File: config.mk
export PLATFORM = sky130hd
export DESIGN_NAME = conv_mesh_feeder
export DESIGN_NICKNAME = d
export VERILOG_FILES = /design/src/rtl/conv_mesh_feeder.sv
export SDC_FILE = /design/constraint.sdc
export NUM_CORES = 1
export LEC_CHECK = 0
export ABC_AREA = 0
export BUFFER_PORTS_ARGS = -buffer_cell sky130_fd_sc_hd__buf_4
export CAP_MARGIN = 25
export CELL_PAD_IN_SITES_DETAIL_PLACEMENT = 0
export CELL_PAD_IN_SITES_GLOBAL_PLACEMENT = 1
export CORE_ASPECT_RATIO = 0.6
export CORE_MARGIN = 2
export CORE_UTILIZATION = 44
export CTS_BUF_LIST = sky130_fd_sc_hd__clkbuf_8
export DETAILED_ROUTE_END_ITERATION = 10
export HOLD_SLACK_MARGIN = 0.05
export PLACE_DENSITY = 0.88
export SLEW_MARGIN = 20
export SYNTH_ARGS = -nofsm -noshare
export SYNTH_HDL_FRONTEND = slang
export SYNTH_SLANG_ARGS = --single-unit
File: constraint.sdc
create_clock -name ck -period 3.13 [get_ports ck]
set_clock_uncertainty 0.2 [all_clocks]
set_input_delay 0.313 -clock ck [delete_from_list [all_inputs] [get_ports ck]]
set_output_delay 0.313 -clock ck [all_outputs]
set_load 0.03 [all_outputs]
File: src/rtl/conv_mesh_feeder.sv
// conv_mesh_feeder: assembles a column-major pixel stream into column words
// for the conv_mesh west edge, using ping-pong column buffers.
module conv_mesh_feeder #(
  parameter int DW   = 8,
  parameter int ROWS = 8,
  parameter int COLS = 8,
  parameter int CW   = $clog2(COLS)
) (
  input  logic                 ck,
  input  logic                 res,
  input  logic                 in_valid,
  output logic                 in_ready,
  input  logic [DW-1:0]        in_data,
  input  logic                 in_sof,
  output logic                 out_valid,
  input  logic                 out_ready,
  output logic [ROWS*DW-1:0]   out_col,
  output logic [CW-1:0]        out_col_idx,
  output logic                 out_first,
  output logic                 out_last,
  output logic                 frame_done,
  output logic                 err_sof
);

  localparam int RW = (ROWS > 1) ? $clog2(ROWS) : 1;

  logic [1:0][ROWS*DW-1:0] col_q;
  logic [1:0][CW-1:0]      idx_q;
  logic [1:0]              first_q;
  logic [1:0]              last_q;
  logic [1:0]              full_q;

  logic [RW-1:0] row_cnt;
  logic [CW-1:0] in_col;
  logic          fill_sel;
  logic          send_sel;

  logic          acc;
  logic          sof_bad;
  logic          wrap;
  logic          hs;
  logic [RW-1:0] row_eff;
  logic [CW-1:0] col_eff;

  always_comb begin
    in_ready = res & ~full_q[fill_sel];
    acc      = in_valid & in_ready;
    // a misplaced sof restarts the frame on the pixel that carries it
    sof_bad  = acc & in_sof & ((row_cnt != '0) | (in_col != '0));
    row_eff  = sof_bad ? '0 : row_cnt;
    col_eff  = sof_bad ? '0 : in_col;
    wrap     = acc & (row_eff == RW'(ROWS-1));
  end

  always_comb begin
    out_valid   = full_q[send_sel];
    out_col     = out_valid ? col_q[send_sel] : '0;
    out_col_idx = out_valid ? idx_q[send_sel] : '0;
    out_first   = out_valid & first_q[send_sel];
    out_last    = out_valid & last_q[send_sel];
    hs          = out_valid & out_ready;
  end

  always_ff @(posedge ck or negedge res) begin
    if (!res) begin
      col_q      <= '0;
      idx_q      <= '0;
      first_q    <= '0;
      last_q     <= '0;
      full_q     <= '0;
      row_cnt    <= '0;
      in_col     <= '0;
      fill_sel   <= 1'b0;
      send_sel   <= 1'b0;
      frame_done <= 1'b0;
      err_sof    <= 1'b0;
    end else begin
      if (acc) begin
        col_q[fill_sel][int'(row_eff)*DW +: DW] <= in_data;
        if (wrap) begin
          full_q[fill_sel]  <= 1'b1;
          idx_q[fill_sel]   <= col_eff;
          first_q[fill_sel] <= (col_eff == '0);
          last_q[fill_sel]  <= (col_eff == CW'(COLS-1));
          fill_sel          <= ~fill_sel;
          row_cnt           <= '0;
          if (col_eff == CW'(COLS-1))
            in_col <= '0;
          else
            in_col <= col_eff + 1'b1;
        end else begin
          row_cnt <= row_eff + 1'b1;
          in_col  <= col_eff;
        end
      end
      // fill and send never touch the same buffer in one cycle
      if (hs) begin
        full_q[send_sel] <= 1'b0;
        send_sel         <= ~send_sel;
      end
      frame_done <= hs & last_q[send_sel];
      err_sof    <= sof_bad;
    end
  end

endmodule

==> metrics.md, run 1 <==
| Metric | Value |
|---|---|
| # diodes | 0 |
| Multi-input logic area | 0.00307 mm^2 |
| Worst-Margin Slew | just over 900 ps |
| # rows | 35 |
| Sw Pwr | just over 0.002 W |
| DR DRC count | 0 |
| Ys flop type | dfrtp_1 |
| Initial antenna violation count | 1 |
| Critical path's slowest cell | dfrtp_1 |
| CTS Sinks | 150 |
| Total area of sequential cells | ~0.0038 mm^2 |
| Pwr/cell area | just over 700 mW/mm^2 |
| Top-area cell type share of the netlist area | 0.540 |
| Gpl congestion | 0.814 |
| Unique masters post-synth | 38 |
| CP max FO | 8 |
| Core Area | approximately 0.015 mm^2 |
| Worst Setup End Kind | flip-flop |
| Die Ht | 101 um |
| Warnings from Yosys | 0 |
| RSZ-0062 raised after global routing | no |
| Clock transition at path regs | around 90 ps |
| Drt total wl | around 16 mm |
| Clk_lat worst skew | 450 ps |
| Vias per cell | ~5.3 |
| CP startpoint kind | flip-flop |
| Avg Cell Area, Syn | approximately 12 um^2 |
| Post-DP HPWL | about 11 mm |
| Setup violations, final | 0 |
| Mapped Nets | 585 |
| Hold_ws | -216 ps |
| CTS max path bufs | 2 |
| Met1 usage in global routing | 0.293 |
| Status | finished, violations left |
| Cell with the most instances after synthesis | dfrtp_1 |
| IO Port Bufs | 85 |
| Cell Area, Synth | slightly below 0.007 mm^2 |
| Leak | 4.10 nW |
| Sequential area share after synthesis | 0.540 |
| Max-slew violation count | 0 |
| Seq pwr share | 0.481 |
| Switching Share | 0.341 |
| Share of layout cells above drive strength 1 | 0.415 |
| Achievable frequency | about 0.34 GHz |
| First-pass detailed-route iteration total | 4 |
| DRT antenna net count | 0 |
| Crit path DAT | just over 3000 ps |
| Post-synth ARST share | 1.00 |
| Register bit total from synthesis | 150 |
| Vias post-DR | between 4,000 and 5,000 |
| GRT met3 Usage | 0.0477 |
| Synth top area cells | dfrtp_1 54%, mux2_2 21%, mux2i_1 9.9%, nor2_1 4.0%, nand2_1 1.7% |
| NumNets Final | 680 |
| Period minus WS final | roughly 2900 ps |
| Cell internal pwr | about 0.004 W |
| Synth area leader | dfrtp_1 |
| Die Wd | ~170 um |
| Synth Instances | 565 |
| Final setup margin | roughly 220 ps |
| Largest net degree at the start of global routing | between 80 and 90 |
| Num ports | between 80 and 90 |
| First-pass GRT wire length | 26.6 mm |
| Gate power share | 0.289 |
| Fin crit share | 0.930 |
| Failing checks | hold timing |
| Critical Path, Cell by Cell | mux2i_2, nand2_1, buf_4, nand2_1, ha_1, nand4bb_2, buf_4, nor4_4, buf_4, mux2_2 |
| Post-synth EDFFs | 0 |
| Clk root buf | clkbuf_8 |
| Max Cap Viol | 0 |
| Die ar. | about 0.017 mm^2 |
| GRT Util Overall | 0.205 |
| Overflow after GRT | 0 |
| DP Worst Slack | -48.4 ps |
| DR WL/cell | approximately 19 um |
| Gr busiest metal | met2 |
| Min-delay worst type | in2async |
| CTS Buf Count | 17 |
| Final core area utilization | 0.544 |
| Most frequent CP cell | buf_4 |
| Synth cell count leaders | 150 x dfrtp_1, 127 x mux2_2, 75 x nor2_1 |
| Vias in the first global route | about 4,800 |
| Area grow syn2layout | 20.5% |
| CTS hold repair buffers | 3 |
| Clock power frac | 0.230 |
| Final hold violations | 76 |
| H-tree depth | 4 |
| Delay-heaviest family, CP | simple AND/OR/NAND/NOR gates |
| Met2 Resource Use GR | 0.315 |
| Filler Cell Count | roughly 1,300 |
| Crit-path max cell delay | 380 ps |
| Worst Path Buf+Inv | 3 |
| Peak VDD IR | roughly 0.29 mV |
| WS Path Type | reg2reg |
| Starting density of the core | 0.451 |
| Number of DRC markers in iteration 0 | between 200 and 300 |
| CTS tree | done |
| Slew margin rel. | 0.396 |
| Critical Path RT | between 3000 and 4000 ps |
[cell type report]
class,instances,area share
flip-flops and latches,150,0.448
clock buffers,17,0.0279
repair buffers,110,0.106
multi-input cells,372,0.367
clock inverters,15,0.0166
well taps,203,0.0303
inverters,9,0.00403
[power groups by stage]
stage / Sequential, W / Clock (W) / Combinational, W
2_1_floorplan: 0.00276 / 0 / 0.00140
3_3_place_gp: 0.00291 / 0 / 0.00168
3_5_place_dp: 0.00295 / 0 / 0.00174
4_1_cts: 0.00291 / 0.00143 / 0.00175
5_1_grt: 0.00300 / 0.00152 / 0.00193
6_report: 0.00292 / 0.00140 / 0.00176
[cell usage in the layout, fill, tap and decap left out, drive strengths merged, types with 3 or more instances in the layout]
cell type / n
dfrtp: 150
nand2: 32
nor3: 3
mux2i: 69
nor2: 77
dlygate4sd3: 3
inv: 16
and2: 3
clkbuf: 17
mux2: 128
nand3: 4
clkinvlp: 4
a21oi: 4
nand2b: 3
o21ai: 16
ha: 7
clkinv: 4
buf: 107
[kinds of logic after synthesis]
kind of cell,count (synthesis),share of synthesized area
flip-flops,150,0.540
adder cells (fa/ha/maj),7,0.0126
AND/OR/NAND/NOR,139,0.0920
multiplexers,197,0.307
AO/OA/AOI/OAI,29,0.0254
buffers and inverters,43,0.0236
[state kept, by name, summed over array words and instances, names as in the netlist]
name        count
full_q          2
fill_sel        1
frame_done      1
in_col          3
idx_q           6
first_q         2
err_sof         1
send_sel        1
col_q         128
row_cnt         3
last_q          2
[worst paths after layout]
path | cells past startpoint | end | startpoint | slack (ps)
setup / recovery | 10 | col_q[55]$_DFFE_PN0P_ | fill_sel$_DFFE_PN0P_ | 220
hold / removal | 2 | frame_done$_DFF_PN0_ | res | -220
setup reg to reg | 10 | col_q[55]$_DFFE_PN0P_ | fill_sel$_DFFE_PN0P_ | 220
hold reg to reg | 2 | idx_q[2]$_DFFE_PN0P_ | idx_q[2]$_DFFE_PN0P_ | 290
max in group asynchronous | 3 | col_q[94]$_DFFE_PN0P_ | res | 1510
min in group ck | 2 | col_q[63]$_DFFE_PN0P_ | in_data[7] | 80
[through the flow]
step | setup TNS (ps) | std cells | total power [W] | instance area, um^2
global route | 0 | 876 | 0.00644 | 8380
finish | 0 | 876 | 0.00607 | 8380
floorplan | 0 | 565 | 0.00416 | 6960
global placement | 0 | 840 | 0.00459 | 7930
CTS | 0 | 875 | 0.00610 | 8340
detailed placement | -526 | 840 | 0.00469 | 7930
[layer usage]
layer | vias up | wire length (um) | part of all wire
li1 | 2172 | - | -
met4 | 0 | 227 | 0.014
met2 | 126 | 7230 | 0.44
met5 | - | 0 | 0
met3 | 20 | 1020 | 0.062
met1 | 2338 | 8010 | 0.49
[timing repair]
action	4_1_cts	5_1_grt
setup endpoints to repair	0	31
hold endpoints to repair	89	76
setup buffers	0	1
gates resized for setup	0	5
(Power assumes the default switching activity.)
==> run 2, diff against run 1 <==
==> constraint.sdc (replaced) <==
create_clock -name ck -period 3.13 [get_ports ck]
set_clock_uncertainty 0.2 [all_clocks]
set_input_delay 0.1565 -clock ck [delete_from_list [all_inputs] [get_ports ck]]
set_output_delay 0.1565 -clock ck [all_outputs]
set_load 0.03 [all_outputs]
==> run 2 against run 1 <==
  * Via count increased by 0.82%
  * Largest power group unchanged
  * Critical endpoint is now col_q[46]$_DFFE_PN0P_
  * Die area unchanged
  * The run now ends clean
  * Clock power increased by 8%
  * Power increased by 2.2%
==> metrics.md, run 2 (synthesis gave the netlist of run 1 again) <==
| Metric | Value |
|---|---|
| Critical Path, Cell by Cell | dlygate4sd3_1, buf_4, and3_1, nand2_1, nand2_1, ha_1, ha_1, nand4bb_2, or4_1, mux2_2 |
| Clock transition at path regs | 90 ps (about the same) |
| # rows | 35 (unchanged) |
| Pwr/cell area | 734 mW/mm^2 (+1.3%) |
| Max Cap Viol | 0 (unchanged) |
| Min-delay worst type | in2reg |
| Delay-heaviest family, CP | simple AND/OR/NAND/NOR gates |
| Period minus WS final | 3130 ps (+215 ps) |
| DR DRC count | 0 (unchanged) |
| CTS max path bufs | 2 (unchanged) |
| Final hold violations | 0 (-100%) |
| Gpl congestion | 0.803 (-1.3%) |
| Status | complete, no violations |
| First-pass GRT wire length | 26.9 mm (+1.2%) |
| Clk_lat worst skew | 440 ps (about the same) |
| # diodes | 0 (unchanged) |
| Commonest non-fill, non-tap cell in the layout | dfrtp_1 |
| Achievable frequency | 0.320 GHz (-6.9%) |
| Vias in the first global route | 4,949 (+2.3%) |
| Worst Path Buf+Inv | 2 (-1) |
| Clk root buf | clkbuf_8 |
| Max-slew violation count | 0 (unchanged) |
| Leak | 4.14 nW (+0.80%) |
| Largest net degree at the start of global routing | 83 (-1.2%) |
| Die Ht | 101 um (unchanged) |
| Die ar. | 0.0169 mm^2 (unchanged) |
| Initial antenna violation count | 0 (-1) |
| Die Wd | 166 um (unchanged) |
| RSZ-0062 raised after global routing | yes |
| Fin crit share | 0.999 (+0.0688) |
| NumNets Final | 686 (+0.88%) |
| WS Path Type | in2reg |
| CTS tree | done |
| DR WL/cell | 18.6 um (-1.1%) |
| Worst Setup End Kind | flip-flop |
| Vias post-DR | 4,694 (+0.82%) |
| Crit-path max cell delay | 740 ps (+360 ps) |
| Area grow syn2layout | 21.7% |
| Reg-to-reg setup timing slack | 60 ps (-160 ps) |
| Final core area utilization | 0.549 (+0.00520) |
| CTS Buf Count | 17 (unchanged) |
| Critical Path RT | 3250 ps (about the same) |
| Most frequent cells in the layout | 149 x dfrtp_1, 127 x mux2_2, 100 x buf_4 |
| Setup violations, final | 0 (unchanged) |
| Share of layout cells above drive strength 1 | 0.408 (-0.00661) |
| Slew margin rel. | 0.375 (-0.0212) |
| H-tree depth | 4 (unchanged) |
| Top reg by flops | col_q |
| GRT Util Overall | 0.205 (about the same) |
| First-pass detailed-route iteration total | 5 (+1) |
| Number of DRC markers in iteration 0 | 366 (+34%) |
| Post-place instance area | 0.00788 mm^2 (-0.69%) |
| Num ports | 86 (unchanged) |
| Worst-Margin Slew | 938 ps (+31.8 ps) |
| DRT antenna net count | 0 (unchanged) |
| Starting density of the core | 0.451 (unchanged) |
| CP startpoint kind | primary input |
| Max reg flops | 128 (unchanged) |
| Design area | 0.00846 mm^2 (+0.96%) |
| CTS Sinks | 150 (unchanged) |
| Post-DP HPWL | 11.2 mm (+0.27%) |
| Critical path's slowest cell | or4_1 |
| Peak VDD IR | 0.428 mV (+48%) |
| Core Area | 0.0154 mm^2 (unchanged) |
| Crit path DAT | 3250 ps (+210 ps) |
| IO Port Bufs | 85 (unchanged) |
| Vias per cell | 5.32 (+0.13%) |
| Top flop regs | col_q (128), idx_q (6) |
| CP max FO | 9 (+1) |
| Drt total wl | 16.4 mm (-0.39%) |
| Overflow after GRT | 0 (unchanged) |
## run 2: layout make-up
type / count / area (um^2)
Fill cell: 1281 / 6950
Sequential cell: 150 / 3760
Multi-Input combinational cell: 372 / 3080
Timing Repair Buffer: 116 / 933
Tap cell: 203 / 254
Clock buffer: 17 / 234
Clock inverter: 15 / 168
Inverter: 9 / 33.8
## run 2: layer usage
metal	share of wire	track usage	vias up	wire (um)
met4	0.0090	0.0544	0	148
met1	0.49	0.290	2398	8090
li1	-	-	2175	-
met5	0	0	-	0
met3	0.045	0.0449	14	731
met2	0.45	0.326	107	7460
## run 2: timing repair
action,4_1_cts,5_1_grt
setup buffers,0,2
gates resized for setup,0,6
endpoints found under the setup margin,0,54
hold buffers,12,0
hold endpoints to repair,204,0
## run 2: final timing paths
check,to,start,depth (start not counted)
max in group asynchronous,send_sel$_DFFE_PN0P_,res,4
max,col_q[46]$_DFFE_PN0P_,in_valid,10
min in group asynchronous,idx_q[1]$_DFFE_PN0P_,res,3
min reg2reg,idx_q[3]$_DFFE_PN0P_,idx_q[3]$_DFFE_PN0P_,2
max reg2reg,col_q[46]$_DFFE_PN0P_,fill_sel$_DFFE_PN0P_,8
min,send_sel$_DFFE_PN0P_,out_ready,3
## run 2: metrics by stage
step / total power, W / TNS [ps] / worst slack, ps / instances / hold WS, ps
after floorplan: 0.00416 / 0 / 16.6 / 565 / -339
after global placement: 0.00457 / 0 / 141 / 836 / 189
after detailed placement: 0.00471 / 0 / 56.1 / 836 / 201
after CTS: 0.00623 / 0 / 7.13 / 880 / 258
after global routing: 0.00657 / -1500 / -115 / 882 / 287
final: 0.00621 / 0 / 2.64 / 882 / 288
## run 2: where the power goes
| group | internal [W] | switching [W] | leakage (nW) |
|---|---|---|---|
| logic | 0.000908 | 0.000866 | 1.92 |
| registers | 0.00252 | 0.000406 | 2.03 |
| clock network | 0.000728 | 0.000784 | 0.192 |
| total | 0.00415 | 0.00206 | 4.14 |
## run 2: worst register-to-register path, delay by kind of cell (launching register included)
kind	cells	cell delay [ps]
flops	1	360
simple gates	4	1380
mux	2	630
fa+ha+maj	2	390
